<file path="config.mk">
export PLATFORM = sky130hd
export DESIGN_NAME = weight_preloader
export DESIGN_NICKNAME = d
export VERILOG_FILES = /design/src/rtl/weight_preloader.sv
export SDC_FILE = /design/constraint.sdc
export NUM_CORES = 1
export LEC_CHECK = 0
export CORE_ASPECT_RATIO = 0.9
export CORE_MARGIN = 2
export CORE_UTILIZATION = 46
export CTS_BUF_LIST = sky130_fd_sc_hd__clkbuf_8
export CTS_CLUSTER_SIZE = 16
export DETAILED_ROUTE_END_ITERATION = 10
export PLACE_DENSITY = 0.78
export SKIP_CTS_REPAIR_TIMING = 1
export SLEW_MARGIN = 20
export SYNTH_ARGS = -nofsm -noshare
export SYNTH_HDL_FRONTEND = slang
export SYNTH_SLANG_ARGS = --single-unit
</file>
<file path="constraint.sdc">
create_clock -name clk -period 2.2 [get_ports clk]
set_input_delay 0.44 -clock clk [delete_from_list [all_inputs] [get_ports clk]]
set_output_delay 0.44 -clock clk [all_outputs]
set_load 0.03 [all_outputs]
</file>
<file path="src/rtl/weight_preloader.sv">
// Weight FIFO consumer: mirrors FIFO occupancy, pops one matrix per request and shifts it
// into the PE shadow registers farthest row first, then strobes weight_swap.
// Optional: WEIGHT_PRELOADER_ROW_CLEAR_EN forces row_data to zero outside valid rows.
module weight_preloader #(
    parameter int WEIGHT_BW   = 8,
    parameter int NUM_PE_ROWS = 8,
    parameter int MATRIX_SIZE = 8,
    parameter int FIFO_DEPTH  = 4
) (
    input  logic                                         clk,
    input  logic                                         rstn,
    input  logic                                         fifo_push,
    output logic                                         fifo_rd_en,
    input  logic [WEIGHT_BW*NUM_PE_ROWS*MATRIX_SIZE-1:0] fifo_data,
    input  logic                                         start,
    output logic                                         busy,
    output logic [WEIGHT_BW*MATRIX_SIZE-1:0]             row_data,
    output logic                                         row_valid,
    output logic [$clog2(NUM_PE_ROWS)-1:0]               row_idx,
    output logic                                         weight_swap,
    output logic                                         done,
    output logic [$clog2(FIFO_DEPTH+1)-1:0]              fifo_level
);

    localparam int ROW_W = WEIGHT_BW * MATRIX_SIZE;
    localparam int IDX_W = $clog2(NUM_PE_ROWS);
    localparam int LVL_W = $clog2(FIFO_DEPTH + 1);
    localparam logic [LVL_W-1:0] LVL_MAX  = LVL_W'(FIFO_DEPTH);
    localparam logic [IDX_W-1:0] ROW_LAST = IDX_W'(NUM_PE_ROWS - 1);

    typedef enum logic [2:0] {IDLE, POP, CAPTURE, SHIFT, SWAP} state_t;

    state_t                              state, state_nx;
    logic                                pending, pending_nx;
    logic [IDX_W-1:0]                    cnt;
    logic [IDX_W-1:0]                    cnt_dn;
    logic [NUM_PE_ROWS-1:0][ROW_W-1:0]   mat_buf;
    logic [NUM_PE_ROWS-1:0][ROW_W-1:0]   fifo_rows;
    logic [ROW_W-1:0]                    row_q;

    assign fifo_rows = fifo_data;
    assign cnt_dn    = cnt - 1'b1;

    always_ff @(posedge clk) begin
        if (!rstn) state <= IDLE;
        else       state <= state_nx;
    end

    always_comb begin
        state_nx    = state;
        pending_nx  = pending | start;
        fifo_rd_en  = 1'b0;
        row_valid   = 1'b0;
        weight_swap = 1'b0;
        case (state)
            // A start arriving this cycle counts as pending so the pop begins next cycle.
            IDLE: begin
                if ((pending | start) && fifo_level != '0) begin
                    state_nx   = POP;
                    pending_nx = 1'b0;
                end
            end
            // The FIFO cannot push and pop together, so the pop yields to a push.
            POP: begin
                fifo_rd_en = !fifo_push;
                if (!fifo_push) state_nx = CAPTURE;
            end
            CAPTURE: state_nx = SHIFT;
            SHIFT: begin
                row_valid = 1'b1;
                if (cnt == '0) state_nx = SWAP;
            end
            SWAP: begin
                weight_swap = 1'b1;
                state_nx    = IDLE;
            end
            default: state_nx = IDLE;
        endcase
    end

    assign done    = weight_swap;
    assign busy    = pending | (state != IDLE);
    assign row_idx = cnt;

    always_ff @(posedge clk) begin
        if (!rstn) begin
            pending    <= 1'b0;
            fifo_level <= '0;
            cnt        <= '0;
            mat_buf    <= '0;
            row_q      <= '0;
        end else begin
            pending <= pending_nx;
            if (fifo_rd_en)
                fifo_level <= fifo_level - 1'b1;
            else if (fifo_push && fifo_level < LVL_MAX)
                fifo_level <= fifo_level + 1'b1;
            // row_q is preloaded one cycle ahead so row_data is a plain register output.
            if (state == CAPTURE) begin
                mat_buf <= fifo_rows;
                cnt     <= ROW_LAST;
                row_q   <= fifo_rows[ROW_LAST];
            end else if (state == SHIFT && cnt != '0) begin
                cnt   <= cnt_dn;
                row_q <= mat_buf[cnt_dn];
            end
        end
    end

`ifdef WEIGHT_PRELOADER_ROW_CLEAR_EN
    assign row_data = row_valid ? row_q : '0;
`else
    assign row_data = row_q;
`endif

endmodule

</file>
== Word level (Yosys, flattened, before mapping) ==
Index checks and enable logic that the tools add are counted.
Storage, ports and cells
  flip-flop bits (word level): 586
  input port bits: 516
  output and inout bits: 75
Cells by class
  add/sub/neg operators: 3
  order comparisons: 2
  equality and inequality tests: 7
  mux-type cells: 17
  bitwise operators: 2
  reductions and logical operators: 12
Operators with widths (count)
  $bmux 64 s3: 1
  $mux 64: 3
  $mux 3: 7
  $pmux 3 s4: 1
  $reduce_bool 3->1: 3
  $eq 3x2->1 const B: 2
  $logic_not 3->1: 2
  $ne 2x2->1 const B: 3
  $sub 3x1->3 const B: 2
  $mux 1: 5
  $lt 3x4->1 const B: 1
  $reduce_bool 2->1: 2
  $add 3x1->3 const B: 1
  $eq 3x1->1 const B: 1
  $eq 3x3->1 const B: 1
  $logic_and 1x1->1: 3
  $lt 3x3->1 const B: 1
  $reduce_and 3->1: 1
  $or 1x1->1: 2
  $logic_not 1->1: 1

== Depth between registers and ports, before layout ==
Gate-level depths: netlist of the first run.
  depth in word-level cells: 5
  depth in mapped cells: 9

== Least setup slack after synthesis of the first run ==
Ideal clock, no wire load.
  kind: reg-to-reg
  start: register state[0]
  end: register fifo_level[2]
  setup time: 0.091 ns
  arrival time: 2.436 ns
  required time: 2.109 ns
  setup slack: -0.327 ns
  cell stages (with the launch flop): 7
  path buffers: 1
  period minus slack after synthesis: 2.527 ns
  cells stage by stage: dfxtp_1 clkbuf_1 nor4b_2 inv_1 fa_1 o211a_1 a311oi_1
On the way
  cells in the longest elaborated chain, start to end: 3
RTL lines
  start, declared: RTL line 33  | state_t state, state_nx;
  start signal, assigned: RTL line 46  | else state <= state_nx;
  $eq 3x1->1 *: RTL line 55  | case (state)
  $mux 1 *: RTL line 55
  net fifo_rd_en: RTL line 13  | output logic fifo_rd_en,
  $mux 3 or $reduce_bool 2->1 (tied branches)
  end signal, assigned: RTL line 95  | fifo_level <= fifo_level - 1'b1;
  end signal, assigned: RTL line 97  | fifo_level <= fifo_level + 1'b1;
  end, declared: RTL line 22  | output logic [$clog2(FIFO_DEPTH+1)-1:0] fifo_level
The timed path passes the listed nets; every way through them passes the cells marked *.
A chain may end at the register's enable or synchronous reset.

== Final worst setup path of the first run ==
  start: register state[1]
  end: output busy
On the way
  cells in the longest elaborated chain, start to end: 2
RTL lines
  $reduce_bool 3->1: RTL line 82  | assign busy = pending | (state != IDLE);
  $or 1x1->1: RTL line 82
  end, declared: RTL line 16  | output logic busy,
Every way passes these cells.

==> metrics.md, run 1 <==
| Metric | Value |
|---|---|
| Cell leakage power | `12.6 nW` |
| Top cells by area, synth | `dfxtp_1, nand2_1, a21oi_1, mux4_2, clkbuf_1` |
| Max Fclk | `442 MHz` |
| Area Overhead vs Synth | `38.7%` |
| GPL Wtd Cong | `0.877` |
| Vias in the first global route | `23.1k` |
| Initial antenna violation count | `15` |
| Max-cap viol count | `0` |
| Util after Layout | `64.9%` |
| Post-Route WL | `86.1 mm` |
| Worst Tran Pin Value | `0.537 ns` |
| Psw | `11.0 mW` |
| Share of cells above drive strength 1 | `8.91%` |
| Root buf cell | `clkbuf_8` |
| Critical Path Sink Type | `primary output` |
| Final ANT Viol Nets | `0` |
| Final hold violations | `0` |
| Synth top area share | `48.3%` |
| Yosys top cell by area | `dfxtp_1` |
| Post-synthesis simple-gate area fraction | `20.9%` |
| Slew Viols, Final | `0` |
| Adder-Cell Fraction of Synth Area | `0.186%` |
| Gr usage total | `30.0%` |
| Number of core rows | `79` |
| Most frequent cell after synthesis | `nand2_1` |
| Layout Nets | `4,151` |
| Core Area | `51,900 um^2` |
| Synth Area in Compound Gates | `18.2%` |
| XOR/XNOR share of the synthesized area | `0.175%` |
| Failing checks | `negative setup slack` |
| Total CTS buffers | `93` |
| Sequential area share after synthesis | `48.3%` |
| Part of the power in combinational logic | `33.5%` |
| Pre-Repair DR Iteration Count | `7` |
| DR iter-0 viols | `2,151` |
| Grt total ovfl | `0` |
| Critical path type | `reg2out` |
| Setup-failing EPs final | `1` |
| Hold WS | `0.267 ns` |
| Final period util | `103%` |
| Largest net degree at the start of global routing | `119` |
| H-Tree Level Count | `3` |
| Largest family of logic cells by synthesized area | `simple AND/OR/NAND/NOR gates` |
| Setup WS post-layout | `-0.0639 ns` |
| Clock skew | `0.0275 ns` |
| Peak supply drop | `566 uV` |
| Slew HR | `64.2%` |
| Outcome | `finished, violations left` |
| Yosys reg bits | `586` |
| Worst endpoint required time | `1.76 ns` |
| Reg clk slew, reported paths | `0.06 ns` |
| Min Tclk post-route | `2.26 ns` |
| Die Span Y | `222 um` |
| YS warnings | `0` |
| Cell count after placement | `4,212` |
| CP cell instances | `or4_4, buf_6` |
| Data arrival, critical path | `1.82 ns` |
| Post-Synthesis Cells | `3,090` |
| Total power draw | `31.9 mW` |
| Die area | `54,600 um^2` |
| Buffers on Ports | `590` |
| Post-synthesis mux area share | `7.65%` |
| Sw Ratio | `34.6%` |
| RSZ-0062 raised after global routing | `true` |
| Die W | `246 um` |
| First-pass GRT wire length | `128 mm` |
| Starting Density | `46.8%` |
| Crit-path max FO | `7` |
| Slowest CP cell | `or4_4` |
| Largest stage delay, worst path | `0.59 ns` |
| Sequential Power Share | `38.1%` |
| Post-synth EDFFs | `0` |
| Hpwl dp | `58.6 mm` |
| CTS sink cnt | `586` |
| CP startpoint kind | `flop` |
| Non-Filler Instances | `4,389` |
| PwrDens | `947 nW/um^2` |
| HP Class | `in2reg` |
| Fin area | `33,700 um^2` |
| Clock Latency Late Sink | `0.69 ns` |
| Primary FF master, synth | `dfxtp_1` |
| Post-Syn Area | `24,300 um^2` |
| Internal power | `20.8 mW` |
| Distinct cell type count after synthesis | `49` |
| Via/cell ratio | `5.52` |
| Maximum clock path buffer count | `3` |
| CTS tree | `built` |
| Dpl cell area | `31,400 um^2` |
| DR WL/cell | `19.6 um` |
| Mean Syn Cell Area | `7.85 um^2` |
| Commonest cells post-synth | `nand2_1, dfxtp_1, a21oi_1` |
| Ports | `591` |
| Clock power frac | `28.4%` |
| Post-synth net total | `3,609` |
| Vias | `24.2k` |
| FFs w/ async S/R, synth | `0%` |
| DRC | `0` |
routing by layer:
metal | up-vias | GRT usage [%] | wire [um]
li1 | 11500 | - | -
met5 | - | 0 | 65
met2 | 1186 | 48.0 | 39700
met4 | 10 | 11.0 | 2860
met3 | 195 | 7.29 | 8230
met1 | 11400 | 39.3 | 35200
worst max-delay path: cells and delay by family (launching register included):
kind | cells | cell delay, ns
AND/OR/NAND/NOR | 1 | 0.59
buffers and inverters | 1 | 0.17
flip-flops | 1 | 0.38
power groups by stage:
stage	Clock, mW	Sequential [mW]	Combinational [mW]
final	9.05	12.2	10.7
after floorplan	0	12.6	5.16
after global placement	0	12.4	9.91
after global routing	9.63	12.3	11.3
after CTS	9.12	12.2	10.0
after detailed placement	0	12.4	9.99
cell usage in the layout, fill, tap and decap left out, types with 4 or more instances in the layout:
| cell | instances |
|---|---|
| nor2_4 | 5 |
| clkbuf_8 | 115 |
| buf_4 | 68 |
| mux4_2 | 42 |
| a21oi_1 | 519 |
| o21ai_0 | 63 |
| buf_6 | 6 |
| a31oi_1 | 63 |
| clkdlybuf4s50_1 | 525 |
| nor2_1 | 5 |
| nand2_1 | 1263 |
| clkbuf_16 | 5 |
| mux2i_1 | 46 |
| dfxtp_1 | 582 |
| clkinv_2 | 10 |
| a21o_1 | 40 |
| a221oi_2 | 4 |
| a221oi_1 | 36 |
| diode_2 | 9 |
| buf_12 | 44 |
| a32o_1 | 23 |
| a22oi_1 | 23 |
| dlymetal6s2s_1 | 58 |
| inv_1 | 33 |
| mux2_1 | 40 |
| nand3_1 | 24 |
cells by family (layout without fill, tap and decap cells):
group | after synthesis | in the layout
compound gates | 778 | 778
xor+xnor | 4 | 4
fa+ha+maj | 3 | 3
buf+inv | 271 | 873
flops | 586 | 586
mux | 128 | 128
other cells | 0 | 9
simple gates | 1320 | 1320
state kept, by name, summed over array words and instances (netlist names):
signal,cells
pending,1
row_data,64
fifo_level,3
row_idx,3
state,3
mat_buf,512
per-stage QoR:
| step | setup slack, ns | setup TNS, ns |
|---|---|---|
| CTS | -0.345 | -2.70 |
| floorplan | -0.00469 | -0.114 |
| detailed placement | -0.163 | -0.256 |
| global placement | -0.103 | -0.140 |
| global route | -0.104 | -0.122 |
| finish | -0.0639 | -0.0639 |
layout make-up:
class                   instances  area, um^2
fillers                      4357       18200
flip-flops and latches        586       11700
multi-input cells            2233       11600
repair buffers                709        7620
clock buffers                 115        1580
well taps                     688         861
clock inverters                40         198
inverters                       9        41.3
diodes                          9        22.5
worst paths after layout:
path                                   start           end  slack (ns)  cells past startpoint
worst min-delay path                    rstn    row_idx[2]        0.27                      3
worst min register to register  mat_buf[486]  mat_buf[486]        0.45                      2
worst max register to register    row_idx[1]  row_data[55]        0.08                      9
worst max-delay path                state[1]          busy       -0.06                      2
Note: power is estimated with default switching activity, not from simulation.
==> inputs of run 2 (changes only) <==
Settings changed: CORE_MARGIN 2 to unset.
==> metrics.md, run 2 (synthesis results as in run 1) <==
| Metric | Value |
|---|---|
| Outcome | `finished, violations left` |
| Failing checks | `negative setup slack` |
| CTS sink cnt | `586 (unchanged)` |
| Worst endpoint required time | `1.76 ns (about the same)` |
| GPL Wtd Cong | `0.891 (+1.6%)` |
| Vias in the first global route | `22.9k (-0.90%)` |
| Data arrival, critical path | `1.85 ns (+0.03 ns)` |
| Cell leakage power | `12.7 nW (+0.91%)` |
| Most frequent cells in the layout | `nand2_1, dfxtp_1, clkdlybuf4s50_1, a21oi_1, clkbuf_8` |
| First-pass GRT wire length | `127 mm (-1.0%)` |
| Total CTS buffers | `93 (unchanged)` |
| Largest stage delay, worst path | `0.60 ns (about the same)` |
| Starting Density | `46.8% (unchanged)` |
| DRC | `0 (unchanged)` |
| Largest net degree at the start of global routing | `222 (+87%)` |
| Setup WS post-layout | `-0.0932 ns (-0.0292 ns)` |
| Clock skew | `0.0368 ns (+0.00935 ns)` |
| Core Area | `51,900 um^2 (unchanged)` |
| Setup-failing EPs final | `2 (+1)` |
| Max Fclk | `436 MHz (-1.3%)` |
| H-Tree Level Count | `3 (unchanged)` |
| Max-cap viol count | `0 (unchanged)` |
| PwrDens | `956 nW/um^2 (+0.86%)` |
| Root buf cell | `clkbuf_8` |
| Largest register FFs | `512 (unchanged)` |
| Pre-Repair DR Iteration Count | `6 (-1)` |
| Die area | `53,700 um^2 (-1.7%)` |
| Slowest CP cell | `or4_4` |
| Number of core rows | `79 (unchanged)` |
| CP cell instances | `or4_4, buf_6` |
| Hpwl dp | `57.6 mm (-1.6%)` |
| Largest Register | `mat_buf` |
| Post-Route WL | `86.3 mm (+0.16%)` |
| Share of cells above drive strength 1 | `9.60% (+0.69 points)` |
| Crit-path max FO | `9 (+2)` |
| Worst Tran Pin Value | `1.15 ns (+0.613 ns)` |
| Gr usage total | `30.4% (+0.41 points)` |
| Final ANT Viol Nets | `0 (unchanged)` |
| Most common cell after layout, fill and taps aside | `nand2_1` |
| Slew HR | `23.3% (-41 points)` |
| Area Overhead vs Synth | `39.8%` |
| Hold WS | `0.172 ns (-0.0949 ns)` |
| Die Span Y | `220 um (-0.90%)` |
| Via/cell ratio | `5.48 (-0.79%)` |
| Fill cell count | `4,273 (-1.9%)` |
| Initial antenna violation count | `11 (-4)` |
| Final period util | `104% (+1.3 points)` |
| HP Class | `in2reg` |
| Layout Nets | `4,160 (+0.22%)` |
| DR iter-0 viols | `2,296 (+6.7%)` |
| CP startpoint kind | `flop` |
| Buffers on Ports | `590 (unchanged)` |
| Critical path type | `reg2out` |
| Vias | `24.2k (-0.16%)` |
| Grt total ovfl | `0 (unchanged)` |
| Final hold violations | `0 (unchanged)` |
| Ports | `591 (unchanged)` |
| Pre-CTS WS | `-0.0247 ns (+0.139 ns)` |
| Reg clk slew, reported paths | `0.06 ns (about the same)` |
| Min Tclk post-route | `2.29 ns (+0.0292 ns)` |
| CTS tree | `built` |
| Maximum clock path buffer count | `3 (unchanged)` |
| Clock Latency Late Sink | `0.69 ns (about the same)` |
| Peak supply drop | `654 uV (+15%)` |
| DR WL/cell | `19.5 um (-0.47%)` |
| Critical Path Sink Type | `primary output` |
| RSZ-0062 raised after global routing | `true` |
| Slew Viols, Final | `0 (unchanged)` |
| Die W | `244 um (-0.81%)` |
==> run 2: metal layers <==
layer  track usage [%]  vias to the layer above  wire length (um)
met5                 0                        -                11
met4              13.6                        2              3210
met3              6.58                      196              8440
met2              48.9                     1169             39800
met1              39.2                    11300             34800
li1                  -                    11500                 -
==> run 2: final timing paths <==
check        slack [ns]          from  cells after the start            to
max               -0.09      state[2]                      2          busy
min                0.17          rstn                      3  row_data[16]
max reg2reg        0.05    row_idx[1]                     10  row_data[57]
min reg2reg        0.45  mat_buf[464]                      2  mat_buf[464]
==> run 2: final cells by class <==
class / count / area, um^2 / area share (%)
antenna: 12 / 30.0 / 0.0885
inverter: 9 / 41.3 / 0.122
clock buffer: 116 / 1600 / 4.71
tap: 688 / 861 / 2.54
multi-input combinational: 2233 / 11700 / 34.4
sequential: 586 / 11700 / 34.6
timing repair buffer: 718 / 7720 / 22.7
clock inverter: 55 / 272 / 0.800
==> run 2: critical path, delay by kind of cell (launching register included) <==
kind | cells | cell delay, ns
flip-flops | 1 | 0.38
buffers and inverters | 1 | 0.17
AND/OR/NAND/NOR | 1 | 0.60
==> run 2: per-stage QoR <==
step	setup TNS [ns]	util [%]	cell area, um^2	std cells	power, mW
2_1_floorplan	-0.114	-	24300	3090	17.7
3_3_place_gp	0	60.6	31400	4214	22.3
3_5_place_dp	-0.0278	60.6	31400	4214	22.4
4_1_cts	-4.20	64.2	33300	4385	31.6
5_1_grt	-0.432	65.4	33900	4413	33.7
6_report	-0.128	65.4	33900	4417	32.4
==> run 2: power by group <==
group          total [mW]  internal, mW  switching [mW]
sequential           12.2          11.6           0.574
combinational        11.0          4.64            6.37
clock                9.24          4.88            4.36
